===== src/rtl/qea_job_sequencer.sv =====
// qea_job_sequencer: runs one complete QEA circuit job without host help.
// Copies gate-context words from the instruction buffer into QEA ctx RAM,
// initialises the state RAM to |0...0>, starts the QEA, waits for completion
// and streams every state word out of the result port.
// Optional build macro QEA_SEQ_CYCLE_CNT_EN adds o_exec_cycles (QEA run length).
// Result port handshake: a word transfers on a cycle where o_res_valid and
// i_res_ready are both high; once raised, o_res_valid stays high and
// o_res_data/o_res_last stay stable until that transfer happens.
module qea_job_sequencer #(
    parameter int PE_NUM_WIDTH            = 2,
    parameter int PE_NUM                  = 4,
    parameter int DATA_WIDTH              = 32,
    parameter int STATE_DATA_WIDTH        = 64,
    parameter int STATE_ADDR_WIDTH        = 16,
    parameter int GATE_CONTEXT_DATA_WIDTH = 64,
    parameter int GATE_CONTEXT_ADDR_WIDTH = 16,
    parameter int MAX_QBIT_WIDTH          = 6,
    parameter int NUM_FRAC_BIT            = 30
) (
    input  logic                                 clk,
    input  logic                                 rst,
    input  logic                                 i_job_start,
    input  logic                                 i_abort,
    input  logic [MAX_QBIT_WIDTH-1:0]            i_qbit_num,
    input  logic [GATE_CONTEXT_ADDR_WIDTH-1:0]   i_ins_num,
    output logic                                 o_busy,
    output logic                                 o_done,
    output logic                                 o_err,
    output logic                                 o_src_rd,
    output logic [GATE_CONTEXT_ADDR_WIDTH-1:0]   o_src_addr,
    input  logic [GATE_CONTEXT_DATA_WIDTH-1:0]   i_src_data,
    output logic                                 o_ctx_en,
    output logic                                 o_ctx_wea,
    output logic [GATE_CONTEXT_ADDR_WIDTH-1:0]   o_ctx_addr,
    output logic [GATE_CONTEXT_DATA_WIDTH-1:0]   o_ctx_data,
    output logic [PE_NUM-1:0]                    o_state_ena,
    output logic [PE_NUM-1:0]                    o_state_wea,
    output logic [STATE_ADDR_WIDTH-1:0]          o_state_addra,
    output logic [PE_NUM*STATE_DATA_WIDTH-1:0]   o_state_dina,
    output logic                                 o_qea_start,
    input  logic                                 i_qea_complete,
    input  logic [PE_NUM*STATE_DATA_WIDTH-1:0]   i_state_dout,
    output logic                                 o_res_valid,
    input  logic                                 i_res_ready,
    output logic [PE_NUM*STATE_DATA_WIDTH-1:0]   o_res_data,
    output logic                                 o_res_last,
`ifdef QEA_SEQ_CYCLE_CNT_EN
    output logic [31:0]                          o_exec_cycles,
`endif
    output logic [3:0]                           o_fsm_state
);

    localparam int SW    = PE_NUM * STATE_DATA_WIDTH;
    localparam int CNT_W = ((GATE_CONTEXT_ADDR_WIDTH > STATE_ADDR_WIDTH) ?
                            GATE_CONTEXT_ADDR_WIDTH : STATE_ADDR_WIDTH) + 1;
    localparam logic [DATA_WIDTH-1:0] ONE_RE = DATA_WIDTH'(1) << NUM_FRAC_BIT;

    typedef enum logic [3:0] {
        S_IDLE, S_CHECK, S_LOAD_CTX, S_INIT_ST, S_START,
        S_WAIT, S_RD_ISSUE, S_RD_HOLD, S_DONE
    } state_t;

    state_t                             state_q, state_d;
    logic [CNT_W-1:0]                   cnt_q, cnt_d;
    logic [MAX_QBIT_WIDTH-1:0]          qbit_q;
    logic [GATE_CONTEXT_ADDR_WIDTH-1:0] ins_q;
    logic                               held_q;
    logic [SW-1:0]                      res_hold_q;
    logic [CNT_W-1:0]                   last_word;
    logic                               qbit_bad;
    logic                               accept;

    // Index of the last state word: N-1 with N = 2**(qbit-PE_NUM_WIDTH).
    assign last_word = (CNT_W'(1) << (qbit_q - MAX_QBIT_WIDTH'(PE_NUM_WIDTH))) - CNT_W'(1);
    assign qbit_bad  = (32'(qbit_q) < PE_NUM_WIDTH) ||
                       (32'(qbit_q) > STATE_ADDR_WIDTH + PE_NUM_WIDTH);
    assign accept    = (state_q == S_IDLE) && i_job_start;
    assign o_fsm_state = state_q;

    // Next-state, counter and all strobe/data outputs for the job sequence.
    always_comb begin
        state_d       = state_q;
        cnt_d         = cnt_q;
        o_busy        = (state_q != S_IDLE) && (state_q != S_DONE);
        o_done        = 1'b0;
        o_err         = 1'b0;
        o_src_rd      = 1'b0;
        o_src_addr    = '0;
        o_ctx_en      = 1'b0;
        o_ctx_wea     = 1'b0;
        o_ctx_addr    = '0;
        o_ctx_data    = '0;
        o_state_ena   = '0;
        o_state_wea   = '0;
        o_state_addra = '0;
        o_state_dina  = '0;
        o_qea_start   = 1'b0;
        o_res_valid   = 1'b0;
        o_res_data    = '0;
        o_res_last    = 1'b0;
        case (state_q)
            S_IDLE: begin
                if (i_job_start) begin
                    state_d = S_CHECK;
                    cnt_d   = '0;
                end
            end
            S_CHECK: begin
                cnt_d = '0;
                if (qbit_bad) begin
                    o_err   = 1'b1;
                    state_d = S_IDLE;
                end else if (ins_q == '0) begin
                    state_d = S_INIT_ST;
                end else begin
                    state_d = S_LOAD_CTX;
                end
            end
            S_LOAD_CTX: begin
                // Reads run at cnt, writes trail by one cycle to meet read latency.
                if (cnt_q < CNT_W'(ins_q)) begin
                    o_src_rd   = 1'b1;
                    o_src_addr = cnt_q[GATE_CONTEXT_ADDR_WIDTH-1:0];
                end
                if (cnt_q != '0) begin
                    o_ctx_en   = 1'b1;
                    o_ctx_wea  = 1'b1;
                    o_ctx_addr = cnt_q[GATE_CONTEXT_ADDR_WIDTH-1:0] - GATE_CONTEXT_ADDR_WIDTH'(1);
                    o_ctx_data = i_src_data;
                end
                if (cnt_q == CNT_W'(ins_q)) begin
                    state_d = S_INIT_ST;
                    cnt_d   = '0;
                end else begin
                    cnt_d = cnt_q + CNT_W'(1);
                end
            end
            S_INIT_ST: begin
                o_state_ena   = '1;
                o_state_wea   = '1;
                o_state_addra = cnt_q[STATE_ADDR_WIDTH-1:0];
                if (cnt_q == '0) begin
                    o_state_dina[SW-1 -: STATE_DATA_WIDTH] = {ONE_RE, DATA_WIDTH'(0)};
                end
                if (cnt_q == last_word) begin
                    state_d = S_START;
                    cnt_d   = '0;
                end else begin
                    cnt_d = cnt_q + CNT_W'(1);
                end
            end
            S_START: begin
                o_qea_start = 1'b1;
                state_d     = S_WAIT;
                cnt_d       = '0;
            end
            S_WAIT: begin
                // The completion level may still be high from the previous job.
                if (cnt_q < CNT_W'(2)) begin
                    cnt_d = cnt_q + CNT_W'(1);
                end else if (i_qea_complete) begin
                    state_d = S_RD_ISSUE;
                    cnt_d   = '0;
                end
            end
            S_RD_ISSUE: begin
                o_state_ena   = '1;
                o_state_addra = cnt_q[STATE_ADDR_WIDTH-1:0];
                state_d       = S_RD_HOLD;
            end
            S_RD_HOLD: begin
                o_res_valid = 1'b1;
                o_res_data  = held_q ? res_hold_q : i_state_dout;
                o_res_last  = (cnt_q == last_word);
                if (i_res_ready) begin
                    if (cnt_q == last_word) begin
                        state_d = S_DONE;
                    end else begin
                        state_d = S_RD_ISSUE;
                        cnt_d   = cnt_q + CNT_W'(1);
                    end
                end
            end
            S_DONE: begin
                o_done  = 1'b1;
                state_d = S_IDLE;
            end
            default: state_d = S_IDLE;
        endcase
        if (i_abort && (state_q != S_IDLE)) begin
            state_d = S_IDLE;
        end
    end

    // State register, shared counter and job parameters sampled at accept.
    always_ff @(posedge clk or posedge rst) begin
        if (rst) begin
            state_q <= S_IDLE;
            cnt_q   <= '0;
            qbit_q  <= '0;
            ins_q   <= '0;
        end else begin
            state_q <= state_d;
            cnt_q   <= cnt_d;
            if (accept) begin
                qbit_q <= i_qbit_num;
                ins_q  <= i_ins_num;
            end
        end
    end

    // Freeze the first read-back word so it stays stable while the sink stalls.
    always_ff @(posedge clk or posedge rst) begin
        if (rst) begin
            held_q     <= 1'b0;
            res_hold_q <= '0;
        end else begin
            held_q <= (state_q == S_RD_HOLD) && (state_d == S_RD_HOLD);
            if ((state_q == S_RD_HOLD) && !held_q) begin
                res_hold_q <= i_state_dout;
            end
        end
    end

`ifdef QEA_SEQ_CYCLE_CNT_EN
    logic [31:0] exec_q;

    // Saturating QEA run length: START cycle counts as 1, up to first complete seen.
    always_ff @(posedge clk or posedge rst) begin
        if (rst) begin
            exec_q <= '0;
        end else if (accept) begin
            exec_q <= '0;
        end else if (state_q == S_START) begin
            exec_q <= 32'd1;
        end else if ((state_q == S_WAIT) && (exec_q != '1)) begin
            exec_q <= exec_q + 32'd1;
        end
    end

    assign o_exec_cycles = exec_q;
`endif

endmodule


===== config.mk =====
export PLATFORM = sky130hd
export DESIGN_NAME = qea_job_sequencer
export DESIGN_NICKNAME = d
export VERILOG_FILES = /design/src/rtl/qea_job_sequencer.sv
export SDC_FILE = /design/constraint.sdc
export NUM_CORES = 1
export LEC_CHECK = 0
export BUFFER_PORTS_ARGS = -buffer_cell sky130_fd_sc_hd__buf_2
export CORE_AREA = 2 2 383 385
export CTS_CLUSTER_SIZE = 25
export DETAILED_ROUTE_END_ITERATION = 8
export DIE_AREA = 0 0 385 387
export HOLD_SLACK_MARGIN = 0.02
export SLEW_MARGIN = 25
export SYNTH_ARGS = -nofsm -noshare
export SYNTH_HDL_FRONTEND = slang
export SYNTH_SLANG_ARGS = --single-unit

===== constraint.sdc =====
create_clock -name clk -period 9.3 [get_ports clk]
set_input_delay 1.395 -clock clk [delete_from_list [all_inputs] [get_ports clk]]
set_output_delay 1.395 -clock clk [all_outputs]
set_load 0.01 [all_outputs]

After elaboration in Yosys (flattened, before gate mapping). Index checks and enable logic that the tools add are counted.

Add/subtract/negate cells: 4. $lt $le $gt $ge: 4. Eq/ne operators: 16. Shifts and indexed selects: 1. Muxes and demuxes: 42. Reductions and logical operators: 16.

Operators with widths (count): $mux W256 (2); $mux W64 (2); $mux W63 (2); $mux W17 (7); $pmux W17 S6 (1); $mux W16 (5); $mux W4 (10); $pmux W4 S8 (1); $eq A4 B3 Y1 const B (5); $add A17 B1 Y17 const B (1); $eq A17 B16 Y1 (1); $eq A17 B17 Y1 (1); $logic_not A17 Y1 (1); $lt A17 B16 Y1 (1); $lt A17 B2 Y1 const B (1); $reduce_bool A17 Y1 (1); $shl A1 B6 Y17 const A (1); $sub A17 B2 Y17 const B (1); $logic_not A16 Y1 (1); $sub A16 B1 Y16 const B (1); $mux W1 (11); $eq A4 B2 Y1 const B (2); $gt A6 B5 Y1 const B (1); $lt A6 B2 Y1 const B (1); 15 further kinds (22).

Flip-flop bits (word level): 300. Input port bits: 348. Output and inout port bits: 645. Word-level logic and storage cells: 89.

Longest topological paths before layout. Gate-level depths: netlist of the first run.

Word-level depth: 10. Depth in mapped cells: 22. Gate-level depth less buffers: 17.

Worst setup path before layout of the first run. OpenSTA, ideal clock, no wires.

Kind: flip-flop to output port. Start point: register qbit_q[2]. End point: output o_res_last. Data arrival time: 3208 ps. Required time: 7905 ps. Path slack: 4697 ps. Stages on the path, launching flop included: 19. Path buffers: 4. Cells stage by stage: dfrtp_1 > buf_2 > inv_1 > ha_1 > buf_2 > xor2_1 > or2_0 > buf_2 > nor2_1 > nand3_1 > ha_1 > clkbuf_2 > xnor2_1 > or4_1 > a22oi_1 > nand4_1 > nor3b_1 > nand4b_1 > nor2_1.

Cells in the longest elaborated chain, start to end: 5.

Ends and longest elaborated chain: start, declared (RTL line 65) `logic [MAX_QBIT_WIDTH-1:0] qbit_q;`; start signal, assigned (RTL line 206) `qbit_q <= i_qbit_num;`; $sub A6 B2 Y6 (RTL line 74) `assign last_word = (CNT_W'(1) << (qbit_q - MAX_QBIT_WIDTH'(PE_NUM_WIDTH))) - CNT_W'(1);`; $shl A1 B6 Y17 (RTL line 74); $sub A17 B2 Y17 (RTL line 74); $eq A17 B17 Y1 (RTL line 174) `o_res_last = (cnt_q == last_word);`; $mux W1 (RTL line 101) `case (state_q)`; end, declared (RTL line 46) `output logic o_res_last,`.

No other way between the ends.

Final worst setup path of the first run.
Start point: register qbit_q[1]. End point: output o_res_last.

The elaborated chain is that of the path after synthesis.

==> qor.yml, run 1 <==
status: "finished clean"
grt_pass1_wl_mm: 111
drv_cap: 0
nets: 3018
yosysSeqAreaShare_pct: 37.6
worstPathArrival_ps: 5030
synth-edff-count: 0
place_congestion: 0.870
initial_utilization_pct: 13.8
clockRootBuffer: "clkbuf_16"
pre_cts_slack_ps: 3490
power.total_w: 0.00439
synthFlopType: "dfrtp_1"
antenna_found_initial: 33
port_buffers: 737
drive_gt1_share_pct: 41.9
path_cells: "inv_1 -> ha_1 -> xor2_1 -> or2_0 -> nor2_1 -> nand3_1 -> ha_1 -> a21boi_2 -> nand2_1 -> o31ai_1 -> nor3b_1 -> nand4b_1 -> nor2_1 -> buf_2"
setup_slack_ps: 2880
hold_viol_final: 0
p_leak_nw: 13.3
synth-compound-area-share_pct: 3.83
irDropWorstVdd_mv: 0.175
power_density_nw_per_um2: 168
yosys.area_share.simple_pct: 13.8
cts_made_buffers: 42
crit_buf_inv: 2
setup_viol: 0
rsz0062_at_grt: "no"
io_pins: 993
drt_wl_total_mm: 78.8
crit_type: "register to output port"
cts_resized: 0
clkTransAtPathRegs_ps: 50
core_um2: 145000
cts.sinks: 300
tns_ps: 0
die_area_um2: 149000
fin_worst_skew_ps: 36.2
fmax_mhz: 156
yosys_warnings: 0
synth_xor_area_share_pct: 1.36
worstMarginPinSlew_ps: 1130
cts_max_level: 2
die_height_um: 387
clockBufferDepth: 3
drv_slew: 0
cts_hold_buf: 0
cts_tree: "built"
min_period_over_period_pct: 69.1
postRouteAntennaNets: 0
syn_to_final_growth_pct: 31.2
drt_iter0_drc: 885
path_delay_family: "simple AND/OR/NAND/NOR gates"
slowest_delay_ps: 660
grt_overflow_total: 0
syn-cell-area_um2: 19900
synth_area_per_cell_um2: 9.98
min-delay-path-class: "register to register"
post_cts_buffers: 0
cp-end-kind: "output port"
grtUsageTotal_pct: 9.96
synthMuxAreaShare_pct: 28.6
row_count: 140
synth_top_family_by_area: "multiplexers"
wl_per_cell_um: 17.1
dpl.hpwl_mm: 60.8
avgViaCountPerCell: 3.68
insertion_delay_ps: 620
crit_required_ps: 7910
grt_max_degree: 149
crit_path_start_kind: "register"
layout_commonest_cell: "buf_2"
final_cell_mix: "buf_2, nor2_1, dfrtp_1"
vias: 16900
synth_fa_ha_area_share_pct: 1.25
synth-async-reset-ratio_pct: 100
drtPass1Iterations: 5
grt_pass1_vias: 16100
period_needed_ps: 6420
crit_fanout: 18
synthCells: 1998
max_slew_margin_pct: 24.9
yosysUniqueCellTypes: 74
drc: 0
slowest_stage: "dfrtp_1"
die_x_um: 385
ys_ff_latch: 300
[synth_stat cells, drive strengths merged, types with 2 or more instances]
master,n,share of area [%]
nand3,28,0.79
a211oi,6,0.23
o311ai,3,0.13
o211ai,3,0.14
o21ai,13,0.38
nor2,310,5.8
nand4,9,0.36
and3,82,2.6
a31oi,5,0.16
ha,20,1.3
nor3b,5,0.19
o2bb2ai,2,0.088
a22oi,5,0.19
or2,3,0.094
mux2,279,16
nand2,35,0.66
nand2b,7,0.22
or4,4,0.17
clkbuf,121,2.3
o21a,7,0.26
and4,4,0.18
or3,9,0.28
a21oi,17,0.48
nor2b,9,0.28
dfrtp,300,38
nor4,17,0.64
and2,15,0.47
a21o,13,0.49
o31ai,4,0.15
a22o,14,0.61
nor3,20,0.58
mux2i,256,13
xor2,10,0.44
buf,284,11
xnor2,21,0.92
nand4b,5,0.22
inv,35,0.66
[where the power goes]
part / switching, W / total, W / leakage [nW] / internal, W
clock network: 0.000677 / 0.00168 / 0.682 / 0.00100
registers: 0.000127 / 0.00149 / 4.14 / 0.00136
logic: 0.000781 / 0.00122 / 8.50 / 0.000439
[metrics by stage]
stage | hold WS (ps) | cells | util (%) | cell area, µm²
after floorplan | 480 | 2252 | - | 20900
after global placement | 488 | 4523 | 17.1 | 24700
after detailed placement | 496 | 4523 | 17.1 | 24700
after CTS | 507 | 4595 | 18.0 | 26100
after global routing | 511 | 4598 | 18.1 | 26200
final | 503 | 4601 | 18.1 | 26200
[cell type report]
type | instances | area (µm²)
inverter | 36 | 139
timing repair buffer | 759 | 3940
fill | 16100 | 119000
multi-input combinational | 1511 | 10700
clock inverter | 14 | 236
sequential | 300 | 7510
clock buffer | 58 | 1180
antenna | 6 | 15.0
tap | 1917 | 2400
[registers in the layout, summed over array words and instances, names as in the netlist]
register,flops
ins_q,16
cnt_q,17
o_fsm_state,4
res_hold_q,256
held_q,1
qbit_q,6
[per-layer routing]
metal / part of all wire [%] / GRT usage (%) / wire, µm
met2: 50 / 17.5 / 39400
met4: 3.0 / 3.18 / 2390
met5: 0.37 / 0 / 292
met3: 8.1 / 3.34 / 6360
met1: 38 / 11.3 / 30300
[cell families (layout without fill, tap and decap cells)]
group                    Yosys count  in the layout
AO/OA/AOI/OAI                    103            103
buffers and inverters            441            867
flip-flops                       300            300
other                              1            261
AND/OR/NAND/NOR                  567            567
adder cells (fa/ha/maj)           20             20
XOR/XNOR                          31             31
multiplexers                     535            535
[worst register-to-register path, cell delays in order (launching register included)]
cell and delay, ps:
dfrtp_1 660, inv_1 230, ha_1 350, xor2_1 250
or2_0 500, nor2_1 110, nand3_1 110, ha_1 320
xnor2_1 130, or4_1 410, a22oi_1 170, nand4_1 160
nor3_2 250, nand4_4 180, o21ai_4 560, nor3_4 240
mux2_2 340
[final timing paths]
check	end	start	slack (ps)	depth (start not counted)
min	res_hold_q[35]$_DFFE_PP0P_	res_hold_q[35]$_DFFE_PP0P_	500	1
max reg2reg	cnt_q[0]$_DFFE_PP0P_	qbit_q[1]$_DFFE_PP0P_	4240	16
max in group asynchronous	res_hold_q[8]$_DFFE_PP0P_	rst	6560	4
min reg2reg	res_hold_q[35]$_DFFE_PP0P_	res_hold_q[35]$_DFFE_PP0P_	500	1
max	o_res_last	qbit_q[1]$_DFFE_PP0P_	2880	14
min in group asynchronous	res_hold_q[91]$_DFFE_PP0P_	rst	870	2
No activity file was read; power rests on OpenSTA's default activity.
==> inputs of run 2 (changes only) <==
==> constraint.sdc (replaced) <==
create_clock -name clk -period 5.58 [get_ports clk]
set_input_delay 0.837 -clock clk [delete_from_list [all_inputs] [get_ports clk]]
set_output_delay 0.837 -clock clk [all_outputs]
set_load 0.01 [all_outputs]
==> qor.yml, run 2 (synthesis gave the netlist of run 1 again) <==
row_count: 140  # unchanged
min_period_over_period_pct: 92.3
path_delay_family: "simple AND/OR/NAND/NOR gates"
p_leak_nw: 13.4  # +0.93%
worstMarginPinSlew_ps: 1020  # -108 ps
core_um2: 145000  # unchanged
drive_gt1_share_pct: 42.6  # +0.69 points
rsz0062_at_grt: "no"
fin_worst_skew_ps: 66.3  # +30.1 ps
port_buffers: 737  # unchanged
period_needed_ps: 5150
drc: 0  # unchanged
nets: 3036  # +0.60%
drt_iter0_drc: 985  # +11%
p_sw_w: 0.00266  # +68%
grt_max_degree: 110  # -26%
power.total_w: 0.00732  # +67%
hold_viol_final: 0  # unchanged
cp-end-kind: "output port"
vias: 16900  # -0.36%
hold_ws_ps: 309  # -194 ps
cts_made_buffers: 40  # -4.8%
grt_pass1_vias: 16300  # +1.6%
crit_fanout: 14  # -4
status: "finished clean"
avgViaCountPerCell: 3.65  # -0.81%
path_cells: "inv_1 -> ha_2 -> inv_1 -> nor2_1 -> nand2_1 -> ha_1 -> xnor2_1 -> or4_1 -> a22oi_1 -> nand4_1 -> nor3b_1 -> nand4b_1 -> nor2_1 -> buf_2"
wl_per_cell_um: 17.2  # +0.71%
crit_type: "register to output port"
worstPathArrival_ps: 4310  # -720 ps
fmax_mhz: 194
grt_pass1_wl_mm: 113  # +1.6%
cts_tree: "built"
clock_power_share_pct: 38.0  # -0.3 points
crit_buf_inv: 3  # +1
clockRootBuffer: "clkbuf_16"
initial_utilization_pct: 13.8  # unchanged
die_x_um: 385  # unchanged
clockBufferDepth: 3  # unchanged
p_comb_share_pct: 28.3  # +0.5 points
cts.sinks: 300  # unchanged
power_density_nw_per_um2: 278  # +66%
syn_to_final_growth_pct: 32.1
drtPass1Iterations: 5  # unchanged
die_height_um: 387  # unchanged
io_pins: 993  # unchanged
final_cell_mix: "buf_2, nor2_1, dfrtp_1"
max_slew_margin_pct: 31.5  # +6.6 points
largest_reg_flops: 256  # unchanged
drv_cap: 0  # unchanged
slowest_stage: "ha_2"
die_area_um2: 149000  # unchanged
irDropWorstVdd_mv: 0.191  # +9.6%
place_congestion: 0.883  # +1.4%
regMostFlops: "res_hold_q"
tns_ps: 0  # unchanged
finish.utilization_pct: 18.2  # +0.13 points
grt_overflow_total: 0  # unchanged
postRouteAntennaNets: 0  # unchanged
seqPwrFrac_pct: 33.7  # -0.2 points
crit_required_ps: 4740  # -3170 ps
min-delay-path-class: "input pin to async pin"
top_regs: "res_hold_q x256, cnt_q x17, ins_q x16"
setup_viol: 0  # unchanged
dpl.hpwl_mm: 62.7  # +3.1%
p_sw_share_pct: 36.4  # +0.26 points
clkTransAtPathRegs_ps: 70  # +20 ps
antenna_found_initial: 35  # +6.1%
grtUsageTotal_pct: 10.1  # +0.17 points
post_cts_buffers: 0  # unchanged
layout_commonest_cell: "buf_2"
p_int_w: 0.00466  # +66%
insertion_delay_ps: 640  # +20 ps
crit_path_start_kind: "register"
drt_wl_total_mm: 79.7  # +1.2%
slowest_delay_ps: 500  # -160 ps
cts_max_level: 2  # unchanged
drv_slew: 0  # unchanged
==> run 2: cell count changes in the layout (fill, tap and decap cells not counted), moves of 2 or more <==
cell / previous run / this run
clkbuf_1: 10 / 6
clkbuf_16: 43 / 40
clkinv_2: 3 / 8
clkbuf_8: 5 / 9
buf_4: 15 / 32
clkinv_4: 2 / 0
buf_12: 7 / 10
==> run 2: timing repair <==
item / in CTS / in global routing
gates resized for setup: 0 / 4
setup endpoints to repair: 0 / 1
hold buffers: 0 / 0
==> run 2: final cells by class <==
class                           count  area [µm²]
Fill cell                       16100      119000
Sequential cell                   300        7510
Clock buffer                       55        1150
Multi-Input combinational cell   1511       10700
Tap cell                         1917        2400
Timing Repair Buffer              779        4130
Inverter                           36         139
Antenna cell                        7        17.5
Clock inverter                     17         267
==> run 2: per-stage QoR <==
stage / setup WS, ps / cells / area, µm²
finish: 432 / 4622 / 26300
detailed placement: 745 / 4543 / 24900
CTS: 91.9 / 4615 / 26300
global route: 71.5 / 4618 / 26300
floorplan: 756 / 2252 / 20900
global placement: 768 / 4543 / 24900
==> run 2: worst paths after layout <==
check / from / to / slack [ps] / cells past startpoint
worst max-delay path: qbit_q[2]$_DFFE_PP0P_ / o_res_last / 430 / 14
max in group asynchronous: rst / held_q$_DFF_PP0_ / 3970 / 3
min in group clk: i_abort / o_fsm_state[3]$_DFF_PP0_ / 440 / 2
worst max register to register: qbit_q[2]$_DFFE_PP0P_ / cnt_q[0]$_DFFE_PP0P_ / 1060 / 15
worst min register to register: res_hold_q[208]$_DFFE_PP0P_ / res_hold_q[208]$_DFFE_PP0P_ / 500 / 1
worst min-delay path: rst / res_hold_q[34]$_DFFE_PP0P_ / 310 / 2
==> run 2: power by group through the flow <==
| stage | Sequential, W | Combinational (W) | Clock [W] |
|---|---|---|---|
| floorplan | 0.00237 | 0.00161 | 0 |
| global placement | 0.00249 | 0.00201 | 0 |
| detailed placement | 0.00250 | 0.00203 | 0 |
| CTS | 0.00246 | 0.00204 | 0.00291 |
| global route | 0.00248 | 0.00227 | 0.00299 |
| finish | 0.00247 | 0.00207 | 0.00278 |
==> run 2: per-layer routing <==
metal	GRT usage, %	share of wire [%]	vias to the layer above
li1	-	-	7700
met1	11.4	38	8249
met2	17.5	49	714
met3	3.56	8.6	173
met4	3.66	3.8	50
met5	0	0.40	-
